==> src/rtl/reg_dump_unit.sv <==
// Register-file dump engine: walks addresses 0..NUM_REGS-1 and streams each byte on a valid/ready port.
// Optional trailing XOR checksum beat is enabled by defining REG_DUMP_CHECKSUM_EN.
module reg_dump_unit #(
  parameter int NUM_REGS = 8,
  parameter int ADDR_W   = 3,
  parameter int DATA_W   = 8
) (
  input  logic              clk,
  input  logic              rst_n,
  input  logic              start,
  input  logic              abort,
  output logic [ADDR_W-1:0] rf_addr,
  input  logic [DATA_W-1:0] rf_data,
  output logic              out_valid,
  input  logic              out_ready,
  output logic [DATA_W-1:0] out_data,
  output logic              out_last,
  output logic              busy,
  output logic              done
);

  localparam logic [ADDR_W-1:0] LAST_IDX = ADDR_W'(NUM_REGS - 1);

`ifdef REG_DUMP_CHECKSUM_EN
  typedef enum logic [2:0] {IDLE, LOAD, SEND, CSUM, DONE} state_t;
`else
  typedef enum logic [2:0] {IDLE, LOAD, SEND, DONE} state_t;
`endif

  state_t            state;
  logic [ADDR_W-1:0] idx;
`ifdef REG_DUMP_CHECKSUM_EN
  logic [DATA_W-1:0] csum;
`endif

  // rf_addr is advanced on the edge that enters LOAD, so the combinational
  // read data is already settled for the whole LOAD cycle.
  always_ff @(posedge clk or negedge rst_n) begin
    if (!rst_n) begin
      state     <= IDLE;
      idx       <= '0;
      rf_addr   <= '0;
      out_valid <= 1'b0;
      out_data  <= '0;
      out_last  <= 1'b0;
      busy      <= 1'b0;
      done      <= 1'b0;
`ifdef REG_DUMP_CHECKSUM_EN
      csum      <= '0;
`endif
    end else begin
      done <= 1'b0;
      if (abort && (state != IDLE)) begin
        state     <= IDLE;
        out_valid <= 1'b0;
        out_last  <= 1'b0;
        busy      <= 1'b0;
      end else begin
        case (state)
          IDLE: begin
            if (start && !abort) begin
              state   <= LOAD;
              idx     <= '0;
              rf_addr <= '0;
              busy    <= 1'b1;
`ifdef REG_DUMP_CHECKSUM_EN
              csum    <= '0;
`endif
            end
          end
          LOAD: begin
            out_data  <= rf_data;
            out_valid <= 1'b1;
`ifdef REG_DUMP_CHECKSUM_EN
            out_last  <= 1'b0;
`else
            out_last  <= (idx == LAST_IDX);
`endif
            state     <= SEND;
          end
          SEND: begin
            if (out_ready) begin
`ifdef REG_DUMP_CHECKSUM_EN
              csum <= csum ^ out_data;
`endif
              if (idx == LAST_IDX) begin
`ifdef REG_DUMP_CHECKSUM_EN
                // Checksum beat follows immediately; out_valid stays up.
                out_data <= csum ^ out_data;
                out_last <= 1'b1;
                state    <= CSUM;
`else
                out_valid <= 1'b0;
                out_last  <= 1'b0;
                done      <= 1'b1;
                state     <= DONE;
`endif
              end else begin
                out_valid <= 1'b0;
                out_last  <= 1'b0;
                idx       <= idx + ADDR_W'(1);
                rf_addr   <= idx + ADDR_W'(1);
                state     <= LOAD;
              end
            end
          end
`ifdef REG_DUMP_CHECKSUM_EN
          CSUM: begin
            if (out_ready) begin
              out_valid <= 1'b0;
              out_last  <= 1'b0;
              done      <= 1'b1;
              state     <= DONE;
            end
          end
`endif
          DONE: begin
            busy  <= 1'b0;
            state <= IDLE;
          end
          default: begin
            out_valid <= 1'b0;
            out_last  <= 1'b0;
            busy      <= 1'b0;
            state     <= IDLE;
          end
        endcase
      end
    end
  end

endmodule

==> config.mk <==
export PLATFORM = sky130hd
export DESIGN_NAME = reg_dump_unit
export DESIGN_NICKNAME = d
export VERILOG_FILES = /design/src/rtl/reg_dump_unit.sv
export SDC_FILE = /design/constraint.sdc
export NUM_CORES = 1
export LEC_CHECK = 0
export CORE_UTILIZATION = 37
export DETAILED_ROUTE_END_ITERATION = 10
export PLACE_DENSITY = 0.68
export SYNTH_ARGS = -nofsm -noshare
export SYNTH_HDL_FRONTEND = slang
export SYNTH_SLANG_ARGS = --single-unit
==> constraint.sdc <==
create_clock -name clk -period 2.47 [get_ports clk]
set_input_delay 0.3705 -clock clk [delete_from_list [all_inputs] [get_ports clk]]
set_output_delay 0.3705 -clock clk [all_outputs]
set_load 0.01 [all_outputs]
==> metrics.md, run 1 <==
| Metric | Value |
|---|---|
| Routability Congestion | `between 0.8 and 0.9` |
| Layout cells sized above 1 | `approximately 17%` |
| Worst EP required | `between 2 and 3 ns` |
| GRT Util Overall | `13.5%` |
| I/O pin cnt | `28` |
| Period Utilization, post-route | `between 70 and 80%` |
| Fmax | `roughly 0.57 GHz` |
| Cell Chain, Critical Path | `inv_1 -> ha_1 -> nand2b_4 -> nor2_1 -> o2bb2a_4 -> mux2_2` |
| Yosys cell types | `20` |
| Core area | `approximately 2200 µm²` |
| Row cnt | `17` |
| Die extent in x | `about 50 µm` |
| Synth Instances | `72` |
| Vias | `roughly 650` |
| Cell taking the most area after synthesis | `dfrtp_1` |
| Worst-Margin Slew | `0.732 ns` |
| Maximum fanout along the worst path | `5` |
| Worst VDD drop | `0.539 mV` |
| Fillers | `approximately 180` |
| Port buffer count | `27` |
| Remaining Overflow, GRT | `0` |
| Synth Net Count | `between 90 and 100` |
| Pre-CTS WS | `approximately 0.64 ns` |
| WP data arrival | `1.91 ns` |
| Slowest stage delay, CP | `roughly 0.42 ns` |
| Crit path buf inv count | `1` |
| Post-synthesis sequential area ratio | `about half` |
| Min Clock Period, post-route | `around 1.7 ns` |
| Post-synth top cells | `dfrtp_1 (17), mux2_2 (10), ha_1 (7), nand2_1 (7), nor2_1 (5)` |
| Post-Route WL | `1550 µm` |
| Final slew viol count | `0` |
| Clock Skew | `0.00291 ns` |
| Prevailing post-synth register cell | `dfrtp_1` |
| H-tree depth | `1` |
| Antenna violations before repair | `0` |
| Metal3 WL | `55 µm` |
| Pin count of the biggest net entering global routing | `18` |
| CTS Hold Bufs | `0` |
| DP HPWL | `about 1200 µm` |
| Yosys reg bits | `17` |
| Met2 routed WL | `~770 µm` |
| Residual DRC | `0` |
| CP delay by family, top | `flip-flops` |
| Synth warn | `0` |
| Final core occ | `a little over half` |
| Global-route wire length before repair | `between 2000 and 3000 µm` |
| Clk sinks | `17` |
| Vias/cell | `4.94` |
| Die height | `roughly 50 µm` |
| Post-synth EDFFs | `0` |
| CTS buffer count | `3` |
| Initial Util | `between 30 and 40%` |
| Clk slew on worst S/H paths | `approximately 0.10 ns` |
| Top Metal Used | `met4` |
| Worst slew margin | `51.1%` |
| DRT met1 WL | `~700 µm` |
| Fin nets | `between 100 and 150` |
| Initial DRC count | `13` |
| Setup TNS | `0 ns` |
| Clk_lat worst skew | `around 0.28 ns` |
| Antenna diodes | `0` |
| Crit end category | `flip-flop` |
| Kind of critical path | `reg2reg` |
| Slowest CP cell | `dfrtp_1` |
| CTS resizes | `0` |
| Total die area | `2520 µm²` |
| P_leak | `roughly 0.53 nW` |
| Unrepaired setup endpoints after global routing | `false` |
| Final hold viol count | `0` |
| Syn-to-layout area delta | `38.6%` |
| Top-count cell post-synth | `dfrtp_1` |
| Top-area cell type share of the netlist area | `49.5%` |
| CP startpoint kind | `flip-flop` |
| Worst Setup Slack, final | `roughly 0.73 ns` |
| Final ANT Viol Nets | `0` |
| Async set-reset flop share out of synthesis | `100%` |
| Pre-Repair DR Iteration Count | `4` |
| Area contributors post-synth | `dfrtp_1 (49%), mux2_2 (13%), ha_1 (10%), nand2_1 (3.1%), nand2b_1 (2.9%)` |
| Clock Root Buffer | `clkbuf_4` |
| Vias in the first global route | `582` |
| Setup Viol. Count Final | `0` |
| Number of max-cap violations | `0` |
| Outcome | `complete, no violations` |
| CTS Buffer Depth | `2` |
| Routed WL per cell | `11.8 µm` |
| Synth Cell Area | `860 µm²` |
| Hold Path Class | `in2async` |
| Avg Cell Area, Syn | `around 12 µm²` |
| Post CTS Setup Buffer Count | `0` |
| Pwr/cell area | `between 1000 and 1500 nW/µm²` |
| CTS tree | `done` |
## power by group
group,internal [W],switching (W)
logic,0.000392,0.000310
registers,0.000386,0.0000604
clock network,0.0000626,0.0000826
## sequential cells by signal, summed over array words and instances, names as in the netlist
| signal | flops |
|---|---|
| busy | 1 |
| done | 1 |
| idx | 3 |
| out_data | 8 |
| out_last | 1 |
| out_valid | 1 |
| state | 2 |
## final timing paths
check / endpoint / from / cells after the start / slack, ns
max: state[0] / state[0] / 6 / 0.73
min: out_data[2] / rst_n / 1 / 0.51
max reg2reg: state[0] / state[0] / 6 / 0.73
min reg2reg: out_data[5] / out_data[5] / 1 / 0.51
max in group asynchronous: state[0] / rst_n / 1 / 1.50
min in group clk: out_data[5] / out_data[5] / 1 / 0.51
## through the flow
step                      std cells  total power, W  hold WS [ns]  area (µm²)
after global routing            131         0.00138         0.529        1190
after detailed placement        127         0.00116         0.492        1160
final                           131         0.00129         0.509        1190
after global placement          127         0.00114         0.486        1160
after CTS                       131         0.00131         0.515        1190
after floorplan                  72        0.000875        0.0749         860
## cell usage in the layout (no fill, tap or decap), drive strengths merged, types with 3 or more instances in the layout
cell type / instances
dfrtp: 17
clkdlybuf4s50: 27
a21oi: 3
nand2: 8
clkbuf: 4
mux2: 10
ha: 7
nor2: 5
inv: 3
nand2b: 5
o21ai: 3
## per-layer routing
layer  vias to the layer above  global-route usage (%)
li1                        315                       -
met1                       316                    17.7
met2                        14                    21.6
met3                         2                    3.64
met4                         0                    4.29
met5                         -                       0
## worst reg2reg max path: stages (launching register included)
cell,delay [ns]
dfrtp_1,0.42
inv_1,0.16
ha_1,0.32
nand2b_4,0.10
nor2_1,0.14
o2bb2a_4,0.16
mux2_2,0.33
## layout make-up
cell class | count | area, µm² | share of cell area (%)
Sequential cell | 17 | 425 | 35.7
Multi-Input combinational cell | 52 | 423 | 35.5
Timing Repair Buffer | 27 | 270 | 22.7
Tap cell | 28 | 35.0 | 2.94
Clock buffer | 4 | 26.3 | 2.21
Inverter | 3 | 11.3 | 0.945
## cell families (layout without fill, tap and decap cells)
family / Yosys count / after routing / synth area share [%]
AOI/OAI and AO/OA: 11 / 11 / 10.2
adders and majority gates: 7 / 7 / 10.2
buffers and inverters: 3 / 34 / 1.31
DFF: 17 / 17 / 49.5
muxes: 11 / 11 / 14.3
and+or+nand+nor: 23 / 23 / 14.6
No activity file was read; power rests on OpenSTA's default activity.
==> run 2: changes to the inputs <==
clock period = 1.7 ns   (was 2.47 ns; I/O delays follow)
==> run 2 against run 1 <==
Sequential power up 46%. Power is 47% higher. Combinational power increased by 51%. Maximum frequency grew 7.9%. Largest power group unchanged. Final cell count rose by 2.3%. Clock power is 37% higher. Die area stayed put. Critical endpoint is now idx[0]. Highest routed layer unchanged. Critical path depth did not move. Worst hold slack worse by 0.22 ns.
==> metrics.md, run 2 (synthesis results as in run 1) <==
| Metric | Value |
|---|---|
| Unrepaired setup endpoints after global routing | `false` |
| Global-route wire length before repair | `2480 µm (-1.9%)` |
| Routability Congestion | `0.805 (-8.2%)` |
| Crit end category | `flip-flop` |
| DP HPWL | `1170 µm (-4.8%)` |
| Die height | `50.2 µm (unchanged)` |
| Hold Path Class | `in2async` |
| Routed WL per cell | `11.3 µm (-4.4%)` |
| Register area | `425 µm² (unchanged)` |
| Clk sinks | `17 (unchanged)` |
| Commonest non-fill, non-tap cell in the layout | `clkdlybuf4s50_1` |
| Number of max-cap violations | `0 (unchanged)` |
| P_leak | `0.547 nW (+2.4%)` |
| WP data arrival | `1.78 ns (-0.13 ns)` |
| Largest register FFs | `8 (unchanged)` |
| Finished Cell Area | `1220 µm² (+2.7%)` |
| Worst Setup Slack, final | `0.0864 ns (-0.642 ns)` |
| Vias/cell | `4.84 (-2.1%)` |
| Clock Skew | `0.00217 ns (-0.000735 ns)` |
| Kind of critical path | `reg2reg` |
| Antenna violations before repair | `0 (unchanged)` |
| Vias | `648 (+0.15%)` |
| Residual DRC | `0 (unchanged)` |
| Remaining Overflow, GRT | `0 (unchanged)` |
| Clk slew on worst S/H paths | `0.09 ns (about the same)` |
| Fmax | `0.620 GHz (+7.9%)` |
| H-tree depth | `1 (unchanged)` |
| Die extent in x | `50.2 µm (unchanged)` |
| Top Registers | `out_data x8, idx x3, state x2` |
| Most flops, register | `out_data` |
| Antenna diodes | `0 (unchanged)` |
| CTS buffer count | `3 (unchanged)` |
| Critical Path Start | `idx[0]` |
| Pin count of the biggest net entering global routing | `18 (unchanged)` |
| Final hold viol count | `0 (unchanged)` |
| Pwr/cell area | `1560 nW/µm² (+44%)` |
| Post-Route WL | `1510 µm (-2.2%)` |
| Pre-CTS WS | `-0.000544 ns (-0.639 ns)` |
| R2r setup slk | `0.09 ns (-0.64 ns)` |
| CTS Hold Bufs | `0 (unchanged)` |
| Syn-to-layout area delta | `42.4%` |
| Initial Util | `39.2% (unchanged)` |
| CP startpoint kind | `flip-flop` |
| Hold Slack | `0.291 ns (-0.218 ns)` |
| Footprint of the multi-input gates | `433 µm² (+2.4%)` |
| Worst-Margin Slew | `0.212 ns (-0.519 ns)` |
| CTS Buffer Depth | `2 (unchanged)` |
| Maximum fanout along the worst path | `4 (-1)` |
| Worst VDD drop | `0.766 mV (+42%)` |
| Core area | `2190 µm² (unchanged)` |
| Layout cells sized above 1 | `22.6% (+5.2 points)` |
| Setup Viol. Count Final | `0 (unchanged)` |
| Fillers | `185 (+2.2%)` |
| Period Utilization, post-route | `94.9% (+24 points)` |
| I/O pin cnt | `28 (unchanged)` |
| Clk_lat worst skew | `0.27 ns (about the same)` |
| Pre-Repair DR Iteration Count | `4 (unchanged)` |
| CTS tree | `done` |
| Min Clock Period, post-route | `1.61 ns (-0.128 ns)` |
| Worst EP required | `1.87 ns (-0.77 ns)` |
| Final ANT Viol Nets | `0 (unchanged)` |
| Port buffer count | `27 (unchanged)` |
| Row cnt | `17 (unchanged)` |
| Worst-case reg-to-reg path depth | `6 (unchanged)` |
| Clock Root Buffer | `clkbuf_4` |
| R2r startpoint | `idx[0]` |
| Reg-to-reg critical path endpoint | `idx[0]` |
| GRT Util Overall | `13.0% (-0.55 points)` |
| Fin nets | `127 (+2.4%)` |
| Vias in the first global route | `579 (-0.52%)` |
| Final slew viol count | `0 (unchanged)` |
| Placed cell area | `1190 µm² (+1.9%)` |
| Total die area | `2520 µm² (unchanged)` |
| Worst slew margin | `85.8% (+35 points)` |
| Outcome | `complete, no violations` |
| Most frequent cells in the layout | `clkdlybuf4s50_1 (27), dfrtp_1 (17), mux2_2 (10), nand2_1 (7)` |
| Initial DRC count | `5 (-8)` |
-- run 2: cell types whose count changed in the layout (fill, tap and decap cells not counted) --
| cell | previous run | this run |
|---|---|---|
| buf_4 | 0 | 3 |
| ha_2 | 0 | 2 |
| inv_1 | 3 | 2 |
| inv_2 | 0 | 1 |
| nand2_2 | 1 | 0 |
| ha_1 | 7 | 5 |
| nand2_4 | 0 | 1 |
-- run 2: worst max path at each step --
| stage | to | cells past startpoint | slack (ns) |
|---|---|---|---|
| 3_5_place_dp | state[0] | 5 | -0.0005 |
| 3_3_place_gp | state[0] | 5 | 0.04 |
| 2_1_floorplan | idx[0] | 6 | 0.13 |
| 5_1_grt | idx[0] | 6 | 0.02 |
| 4_1_cts | idx[0] | 6 | 0.05 |
| 6_report | idx[0] | 6 | 0.09 |
-- run 2: layout make-up --
type / instances / area share [%]
Multi-Input combinational cell: 52 / 35.4
Clock buffer: 4 / 2.15
Inverter: 3 / 0.920
Tap cell: 28 / 2.86
Timing Repair Buffer: 30 / 23.9
Sequential cell: 17 / 34.8
-- run 2: layer usage --
| layer | GRT usage, % | wire (µm) | vias to the layer above |
|---|---|---|---|
| met1 | 17.4 | 720 | 314 |
| li1 | - | - | 320 |
| met5 | 0 | 0 | - |
| met3 | 3.64 | 39 | 2 |
| met4 | 2.86 | 12 | 0 |
| met2 | 20.7 | 738 | 12 |
-- run 2: power by group --
| part | total [W] | switching, W | internal (W) |
|---|---|---|---|
| Combinational | 0.00106 | 0.000457 | 0.000600 |
| Clock | 0.000199 | 0.000108 | 0.0000909 |
| Sequential | 0.000654 | 0.0000920 | 0.000562 |
-- run 2: repair_timing --
item,CTS,global route
resized for setup,0,4
endpoints found under the setup margin,0,7
setup buffers,0,0
-- run 2: worst max-delay path: stages (launching register included) --
cell and delay, ns:
dfrtp_1 0.41, ha_1 0.21, ha_2 0.19, nand2b_1 0.15, a22oi_2 0.15, nand2_1 0.12, mux2_2 0.27
-- run 2: through the flow --
step | setup TNS, ns | cells | utilization [%] | power [W]
2_1_floorplan | 0 | 72 | - | 0.00127
3_3_place_gp | 0 | 130 | 54.2 | 0.00169
3_5_place_dp | -0.000544 | 130 | 54.2 | 0.00170
4_1_cts | 0 | 134 | 55.4 | 0.00191
5_1_grt | 0 | 134 | 55.9 | 0.00205
6_report | 0 | 134 | 55.9 | 0.00191
==> run 3: changes to the inputs <==
CTS_CLUSTER_SIZE = 40   (was default)
==> results of run 3 <==
The final DEF is identical to that of run 2; final timing and power are the same.
